===== src/rtl/clk_ctrl_pkg.sv =====
// Shared clocking-control definitions: sequencer state encoding and
// 200MHz cycle-count constants used by the board clock controllers.
package clk_ctrl_pkg;

    localparam int CLK_FREQ_HZ   = 200_000_000;
    localparam int CYCLES_PER_US = 200;
    localparam int CYCLES_PER_MS = 200_000;

    localparam logic [5:0] ST_HOLD      = 6'b000001;
    localparam logic [5:0] ST_WAIT_LOCK = 6'b000010;
    localparam logic [5:0] ST_STABLE    = 6'b000100;
    localparam logic [5:0] ST_RELEASE   = 6'b001000;
    localparam logic [5:0] ST_RUN       = 6'b010000;
    localparam logic [5:0] ST_FAIL      = 6'b100000;

    typedef enum logic [5:0] {
        HOLD      = ST_HOLD,
        WAIT_LOCK = ST_WAIT_LOCK,
        STABLE    = ST_STABLE,
        RELEASE   = ST_RELEASE,
        RUN       = ST_RUN,
        FAIL      = ST_FAIL
    } seq_state_t;

    function automatic int max4(input int a, input int b, input int c, input int d);
        int m;
        m = a;
        if (b > m) m = b;
        if (c > m) m = c;
        if (d > m) m = d;
        return m;
    endfunction

endpackage


===== src/rtl/sync_2ff.sv =====
// Generic two-flop bit synchroniser for a single asynchronous level input.
module sync_2ff (
    input  logic clk,
    input  logic reset,
    input  logic i_d,
    output logic o_q
);

    // NOTE: ASYNC_REG keeps both flops packed together so the first one's
    // metastability window resolves before the second samples it.
    (* ASYNC_REG = "TRUE" *) logic [1:0] r_sync;

    always_ff @(posedge clk) begin
        if (reset) r_sync <= 2'b00;
        else       r_sync <= {r_sync[0], i_d};
    end

    assign o_q = r_sync[1];

endmodule


===== src/rtl/mmcm_reset_sequencer.sv =====
// Board MMCM reset/lock supervisor: pulses MMCM reset, waits for a stable lock
// with bounded retries, then releases downstream reset domains in order.
module mmcm_reset_sequencer
    import clk_ctrl_pkg::*;
#(
    parameter int RST_CYCLES    = 16,
    parameter int LOCK_TIMEOUT  = 65536,
    parameter int STABLE_CYCLES = 1024,
    parameter int MAX_RETRIES   = 7,
    parameter int N_DOMAINS     = 4,
    parameter int STAGGER       = 32
) (
    input  logic                 clk,
    input  logic                 reset,
    input  logic                 mmcm_locked,
    output logic                 mmcm_rst,
    output logic [N_DOMAINS-1:0] rst_out,
    output logic                 ready,
    output logic                 fail,
    output logic [7:0]           retry_cnt
);

    localparam int CNT_MAX = max4(LOCK_TIMEOUT, STABLE_CYCLES, RST_CYCLES, N_DOMAINS * STAGGER);
    localparam int CNT_W   = $clog2(CNT_MAX) + 1;

    localparam logic [CNT_W-1:0] RST_LAST     = CNT_W'(RST_CYCLES - 1);
    localparam logic [CNT_W-1:0] TIMEOUT_LAST = CNT_W'(LOCK_TIMEOUT - 1);
    localparam logic [CNT_W-1:0] STABLE_LAST  = CNT_W'(STABLE_CYCLES - 1);
    localparam logic [CNT_W-1:0] RELEASE_LAST = CNT_W'((N_DOMAINS - 1) * STAGGER);
    localparam logic [7:0]       RETRY_LIMIT  = 8'(MAX_RETRIES);

    seq_state_t           r_state;
    logic [CNT_W-1:0]     r_cnt;
    logic                 r_mmcm_rst;
    logic [N_DOMAINS-1:0] r_rst_out;
    logic                 r_ready;
    logic                 r_fail;
    logic [7:0]           r_retry_cnt;

    logic                 w_lk_s;
    logic [CNT_W-1:0]     w_cnt_inc;

    sync_2ff u_lock_sync (
        .clk   (clk),
        .reset (reset),
        .i_d   (mmcm_locked),
        .o_q   (w_lk_s)
    );

    assign w_cnt_inc = r_cnt + 1'b1;

    // NOTE: every state register uses <= so all of them update from the same
    // pre-edge values; a blocking assignment here would leak new values forward.
    always_ff @(posedge clk) begin
        if (reset) begin
            r_state     <= HOLD;
            r_cnt       <= '0;
            r_mmcm_rst  <= 1'b1;
            r_rst_out   <= '1;
            r_ready     <= 1'b0;
            r_fail      <= 1'b0;
            r_retry_cnt <= '0;
        end else begin
            case (r_state)
                HOLD: begin
                    if (r_cnt == RST_LAST) begin
                        r_state    <= WAIT_LOCK;
                        r_cnt      <= '0;
                        r_mmcm_rst <= 1'b0;
                    end else begin
                        r_cnt <= w_cnt_inc;
                    end
                end

                WAIT_LOCK: begin
                    if (w_lk_s) begin
                        r_state <= STABLE;
                        r_cnt   <= '0;
                    end else if (r_cnt == TIMEOUT_LAST) begin
                        r_cnt      <= '0;
                        r_mmcm_rst <= 1'b1;
                        if (r_retry_cnt == RETRY_LIMIT) begin
                            r_state <= FAIL;
                            r_fail  <= 1'b1;
                        end else begin
                            r_state     <= HOLD;
                            r_retry_cnt <= r_retry_cnt + 8'd1;
                        end
                    end else begin
                        r_cnt <= w_cnt_inc;
                    end
                end

                // A drop here is a glitch, not a failed attempt: restart the timeout only.
                STABLE: begin
                    if (!w_lk_s) begin
                        r_state <= WAIT_LOCK;
                        r_cnt   <= '0;
                    end else if (r_cnt == STABLE_LAST) begin
                        r_state      <= RELEASE;
                        r_cnt        <= '0;
                        r_rst_out[0] <= 1'b0;
                    end else begin
                        r_cnt <= w_cnt_inc;
                    end
                end

                RELEASE: begin
                    if (!w_lk_s) begin
                        r_state    <= HOLD;
                        r_cnt      <= '0;
                        r_mmcm_rst <= 1'b1;
                        r_rst_out  <= '1;
                        r_ready    <= 1'b0;
                    end else if (r_cnt == RELEASE_LAST) begin
                        r_state     <= RUN;
                        r_cnt       <= '0;
                        r_ready     <= 1'b1;
                        r_retry_cnt <= '0;
                    end else begin
                        r_cnt <= w_cnt_inc;
                        for (int i = 1; i < N_DOMAINS; i++) begin
                            if (w_cnt_inc == CNT_W'(i * STAGGER)) r_rst_out[i] <= 1'b0;
                        end
                    end
                end

                RUN: begin
                    if (!w_lk_s) begin
                        r_state    <= HOLD;
                        r_cnt      <= '0;
                        r_mmcm_rst <= 1'b1;
                        r_rst_out  <= '1;
                        r_ready    <= 1'b0;
                    end
                end

                FAIL: begin
                    r_mmcm_rst <= 1'b1;
                    r_rst_out  <= '1;
                    r_ready    <= 1'b0;
                    r_fail     <= 1'b1;
                end

                default: begin
                    r_state    <= HOLD;
                    r_cnt      <= '0;
                    r_mmcm_rst <= 1'b1;
                    r_rst_out  <= '1;
                    r_ready    <= 1'b0;
                end
            endcase
        end
    end

    assign mmcm_rst  = r_mmcm_rst;
    assign rst_out   = r_rst_out;
    assign ready     = r_ready;
    assign fail      = r_fail;
    assign retry_cnt = r_retry_cnt;

endmodule


===== config.mk =====
export PLATFORM = sky130hd
export DESIGN_NAME = mmcm_reset_sequencer
export DESIGN_NICKNAME = d
export VERILOG_FILES = /design/src/rtl/clk_ctrl_pkg.sv /design/src/rtl/sync_2ff.sv /design/src/rtl/mmcm_reset_sequencer.sv
export SDC_FILE = /design/constraint.sdc
export NUM_CORES = 1
export LEC_CHECK = 0
export BUFFER_PORTS_ARGS = -buffer_cell sky130_fd_sc_hd__clkbuf_2
export CAP_MARGIN = 20
export CORE_AREA = 2 2 82 84
export CTS_BUF_LIST = sky130_fd_sc_hd__clkbuf_8
export DETAILED_ROUTE_END_ITERATION = 12
export DIE_AREA = 0 0 84 86
export PLACE_DENSITY = 0.58
export SLEW_MARGIN = 20
export SYNTH_ARGS = -nofsm -noshare
export SYNTH_HDL_FRONTEND = slang
export SYNTH_SLANG_ARGS = --single-unit

===== constraint.sdc =====
create_clock -name clk -period 5.97 [get_ports clk]
set_clock_uncertainty 0.1 [all_clocks]
set_input_delay 1.194 -clock clk [delete_from_list [all_inputs] [get_ports clk]]
set_output_delay 1.194 -clock clk [all_outputs]
set_load 0.1 [all_outputs]

# Word level (Yosys, flattened, before mapping)
# Cells that the tools add are included.
dict set report totals {
  regBits 40
  latchBits 0
  ramBits 0
  rom_bits 0
  in_bits 3
  output_inout_bits 15
  wordCells 113
  memories 0
}
dict set report op_classes {
  addsub 2
  mul 0
  n_div 0
  n_lt_le_gt_ge 0
  eq_ne 33
  shifts 0
  n_mux 48
  bitwise 4
  reduce_logical 15
}
# operator n
set ops {}
lappend ops {{$mux 17} 8}
lappend ops {{$pmux 17 s6} 1}
lappend ops {{$mux 6} 9}
lappend ops {{$eq 17x7->1 const B} 3}
lappend ops {{$mux 8} 5}
lappend ops {{$pmux 6 s6} 1}
lappend ops {{$ne 2x2->1 const B} 10}
lappend ops {{$ne 3x3->1 const B} 6}
lappend ops {{$add 17x1->17 const B} 1}
lappend ops {{$eq 17x10->1 const B} 1}
lappend ops {{$eq 17x16->1 const B} 1}
lappend ops {{$eq 17x4->1 const B} 1}
lappend ops {{$eq 17x6->1 const B} 1}
lappend ops {{$pmux 8 s2} 1}
lappend ops {{$reduce_and 4->1} 4}
lappend ops {{$mux 1} 15}
lappend ops {{$reduce_and 6->1} 2}
lappend ops {{$reduce_and 5->1} 2}
lappend ops {{$pmux 3 s3} 1}
lappend ops {{$add 8x1->8 const B} 1}
lappend ops {{$eq 8x3->1 const B} 1}
lappend ops {{$pmux 1 s4} 2}
lappend ops {{$eq 6x1->1 const B} 1}
lappend ops {{$eq 6x2->1 const B} 1}
lappend ops {{16 further kinds} 23}

# Logic depth before layout (Yosys ltp)
dict set report depth {
  depth_word 6
  mapped_depth 13
  depth_no_buf 11
}

# By module
# A second synthesis with hierarchy kept.
dict set report hier_totals {
  hier_cells 305
  area_unflattened_um2 2488.6
}
# mod n_inst cells_per_inst area_per_inst_um2 seq_area_each_um2
set by_module_without_submodules {}
lappend by_module_without_submodules {mmcm_reset_sequencer 1 301 2436.1 760.7}
lappend by_module_without_submodules {sync_2ff 1 4 52.6 40.0}

# Least setup slack after synthesis
# OpenSTA, ideal clock, no wires.
dict set report synth_timing {
  path_type {reg2reg}
  start {register r_cnt[1]}
  end {register r_cnt[8]}
  setup_time_ps 124
  t_arrival_ps 2606
  t_required_ps 5746
  path_slack_ps 3139
  path_stages_with_launch 14
  n_path_buf 2
  period_less_slack_ps 2831
  path_cell_list {dfxtp_1 -> ha_1 -> and4_1 -> clkbuf_1 -> nand3_1 -> or2_2 -> inv_1 -> ha_1 -> nor4_4 -> a31oi_2 -> a31oi_4 -> buf_6 -> a31oi_1 -> o31ai_1}
}
dict set report synth_via {
  elab_chain_cells 4
  elab_cells_between_ends 13
  classes_between {add/sub (1); eq/ne (4); mux (8)}
}
# element line_no
set synth_lines {}
lappend synth_lines {{from (decl)} mmcm_reset_sequencer.sv:33} ;# logic [CNT_W-1:0] r_cnt;
lappend synth_lines {{from (signal assigned)} mmcm_reset_sequencer.sv:71} ;# r_cnt <= w_cnt_inc;
lappend synth_lines {{from (signal assigned)} mmcm_reset_sequencer.sv:90} ;# r_cnt <= w_cnt_inc;
lappend synth_lines {{from (signal assigned)} mmcm_reset_sequencer.sv:104} ;# r_cnt <= w_cnt_inc;
lappend synth_lines {{$add 17x1->17, or another cell as far along} mmcm_reset_sequencer.sv:50} ;# assign w_cnt_inc = r_cnt + 1'b1;
lappend synth_lines {{$mux 17 (on tied branches)} {mmcm_reset_sequencer.sv:115, mmcm_reset_sequencer.sv:79, mmcm_reset_sequencer.sv:99}}
lappend synth_lines {{$mux 17 (on tied branches)} {mmcm_reset_sequencer.sv:109, mmcm_reset_sequencer.sv:76, mmcm_reset_sequencer.sv:96}}
lappend synth_lines {{$pmux 17 s6 *} mmcm_reset_sequencer.sv:64} ;# case (r_state)
# Mark *: on every way between the ends. The rest lies on a longest branch, timed or not.
# A chain may end at the register's enable or synchronous reset.

# Worst setup path in the final report
dict set report layout_timing {
  start {register r_cnt[1]}
  end {register r_cnt[12]}
}
# Same word-level chain as after synthesis.

==> summary.txt <==
Status: completed
Unique cell type count in the Yosys netlist: 70
Leakage power: 1.00 nW
CTS Buf Count: 5
Vias: 2361
DP Wirelength: 4550 µm
Most frequently used flop master after synthesis: dfxtp_1
Hold Vio Cnt, Final: 0
End point of the critical path: r_cnt[12]$_SDFFE_PP0P_
Synthesis-to-layout area growth: 6.47%
Highest clock rate: 317 MHz
Die H: 86 µm
Crit Path Class: register to register
FF-to-FF Start: r_cnt[1]$_SDFFE_PP0P_
# diodes: 0
PostCTS Resize Cnt: 0
DR DRC count: 0
Total negative setup slack: 0 ns
WP data required: 6.07 ns
IO Pins: 18
First-pass GRT wire length: 10700 µm
Effective utilization at floorplan: 41.6%
Final period utilization: 52.8%
Setup crit start: r_cnt[1]$_SDFFE_PP0P_
Final nets: 338
# fillers: 638
Drt first pass iters: 4
Hold path depth: 2
Post-synth EDFFs: 0
Storage cell area: 801 µm²
Most frequent cells in the layout: 40 x dfxtp_1, 35 x nand2_1, 26 x nor2_1, 24 x nand3_1
Commonest non-fill, non-tap cell in the layout: dfxtp_1
Post-route ant nets: 0
DR vias/cell: 5.80
Worst Path Arrival: 3.25 ns
Clock Sinks: 40
Total die area: 0.00722 mm²
Tot GR Track Use: 18.2%
Detailed router's first-iteration violation count: 115
Sequential share of the synthesized area: 30.7%
Ys async rst share: 0%
Max Cap Viol: 0
CORE AREA: 0.00628 mm²
Multi-input gate area: 0.00165 mm²
Row count: 29
Synth Register Bits: 40
# setup viols final: 0
Mapped cell area: 0.00261 mm²
Non-filler cells, final: 407
Clk Latency, worst-skew pair: 0.30 ns
Flop2flop setup slack: 2.82 ns
Peak supply drop: 0.233 mV
Placed insts: 399
H-tree levels: 2
Maximum number of pins on one net before global-route repair: 20
Max FO, Critical Path: 15
R2r endpoint: r_cnt[12]$_SDFFE_PP0P_
Setup Fix Bufs, Post-CTS: 0
Port bufs: 17
Design area: 0.00278 mm²
Vias in the first global route: 2160
FF-to-FF path depth: 11
Unrepaired setup endpoints after global routing: false
Clk slew on worst S/H paths: 0.09 ns
Post-layout min period: 3.15 ns
CP Capture Type: register
Yosys warns: 0
Chip width: 84 µm
CTS tree: yes
Synthesized area per cell: 7.91 µm²
Worst slew margin: 38.3%
Startpoint Class: register
Clock tree buffer depth: 2
Cells after Synth: 330
Fraction of layout cells with a size suffix above 1: 12.4%
CTS Hold Buffers Added: 0
Final wirelength: 6400 µm
Initial antenna violation count: 0
CTS root buf: clkbuf_8
Worst hold path type: register to register
Cell Pwr Density: 280 mW/mm²
Post-synthesis net count: 339
Total global routing overflow: 0
Worst slew pin tran: 0.917 ns
Routability Congestion: 0.854
Max-slew violation count: 0
Placed Area: 0.00267 mm²
Per-cell routed wire length: 15.7 µm
how the worst min path moves through the flow:
stage | start | to | slack, ns
after floorplan | u_lock_sync.r_sync[0]$_SDFF_PP0_ | u_lock_sync.r_sync[1]$_SDFF_PP0_ | 0.31
after global placement | u_lock_sync.r_sync[0]$_SDFF_PP0_ | u_lock_sync.r_sync[1]$_SDFF_PP0_ | 0.32
after detailed placement | u_lock_sync.r_sync[0]$_SDFF_PP0_ | u_lock_sync.r_sync[1]$_SDFF_PP0_ | 0.34
after CTS | u_lock_sync.r_sync[0]$_SDFF_PP0_ | u_lock_sync.r_sync[1]$_SDFF_PP0_ | 0.36
after global routing | u_lock_sync.r_sync[0]$_SDFF_PP0_ | u_lock_sync.r_sync[1]$_SDFF_PP0_ | 0.36
final | rst_out[2]$_SDFFE_PP1P_ | rst_out[2]$_SDFFE_PP1P_ | 0.35
cells in the mapped netlist (4+ instances only):
cell type,instances,area [µm²]
a21oi_1,17,85.1
a2bb2oi_1,4,35.0
and2_1,6,37.5
and3_1,7,43.8
and4_1,5,43.8
clkbuf_1,17,63.8
dfxtp_1,40,801
ha_1,6,75.1
inv_1,11,41.3
mux2i_1,8,80.1
nand2_1,35,131
nand2b_1,5,31.3
nand3_1,24,120
nand4_1,4,25.0
nor2_1,26,97.6
nor3_1,8,40.0
o21ai_0,14,70.1
o21ai_1,4,20.0
or3b_1,4,35.0
xnor2_1,5,43.8
xor2_1,4,35.0
cell families (layout without fill, tap and decap cells):
family | Yosys count | after routing | share of synthesized area, %
flops | 40 | 40 | 30.7
fa+ha+maj | 6 | 6 | 2.87
mux | 8 | 8 | 3.07
buf+inv | 36 | 36 | 6.18
compound gates | 77 | 77 | 20.9
xor+xnor | 9 | 9 | 3.02
simple gates | 154 | 154 | 33.3
flip-flops by register name (all words and copies together) (netlist names):
register and flops:
fail 1, ready 1, r_state 6, retry_cnt 8, u_lock_sync.r_sync 2, rst_out 4, mmcm_rst 1, r_cnt 17
per-stage QoR:
step / util (%) / worst slack (ns) / hold WS (ns) / power (mW)
floorplan: - / 3.14 / 0.314 / 0.521
global placement: 42.6 / 2.95 / 0.321 / 0.557
detailed placement: 42.6 / 2.85 / 0.336 / 0.561
CTS: 44.3 / 2.81 / 0.357 / 0.788
global route: 44.3 / 2.61 / 0.360 / 0.820
finish: 44.3 / 2.82 / 0.355 / 0.779
critical path: stages (launching register included):
cell and delay (ns):
dfxtp_1 0.45, ha_1 0.33, and4_1 0.38, nand3_1 0.13, or2_2 0.33, inv_1 0.06
ha_1 0.25, nor4_4 0.08, a31oi_2 0.29, a31oi_4 0.25, a21o_1 0.23, a22o_1 0.17
area by class of cell:
cell class	count	share of cell area [%]
clock buffer	5	2.48
clock inverter	3	1.40
timing repair buffer	17	3.06
sequential	40	28.8
multi-input combinational	254	59.3
inverter	11	1.49
tap	77	3.47
power breakdown:
part	switching, mW	internal, mW
Clock	0.101	0.123
Combinational	0.162	0.0761
Sequential	0.0319	0.285
Total	0.294	0.484
layer usage:
metal	vias to the layer above	global-route usage [%]	wire length, µm
met5	-	0	0
met4	0	7.48	119
met3	11	3.18	279
met2	49	27.8	2920
met1	1096	25.4	3080
li1	1205	-	-
Power figures use the tool's default switching activity.
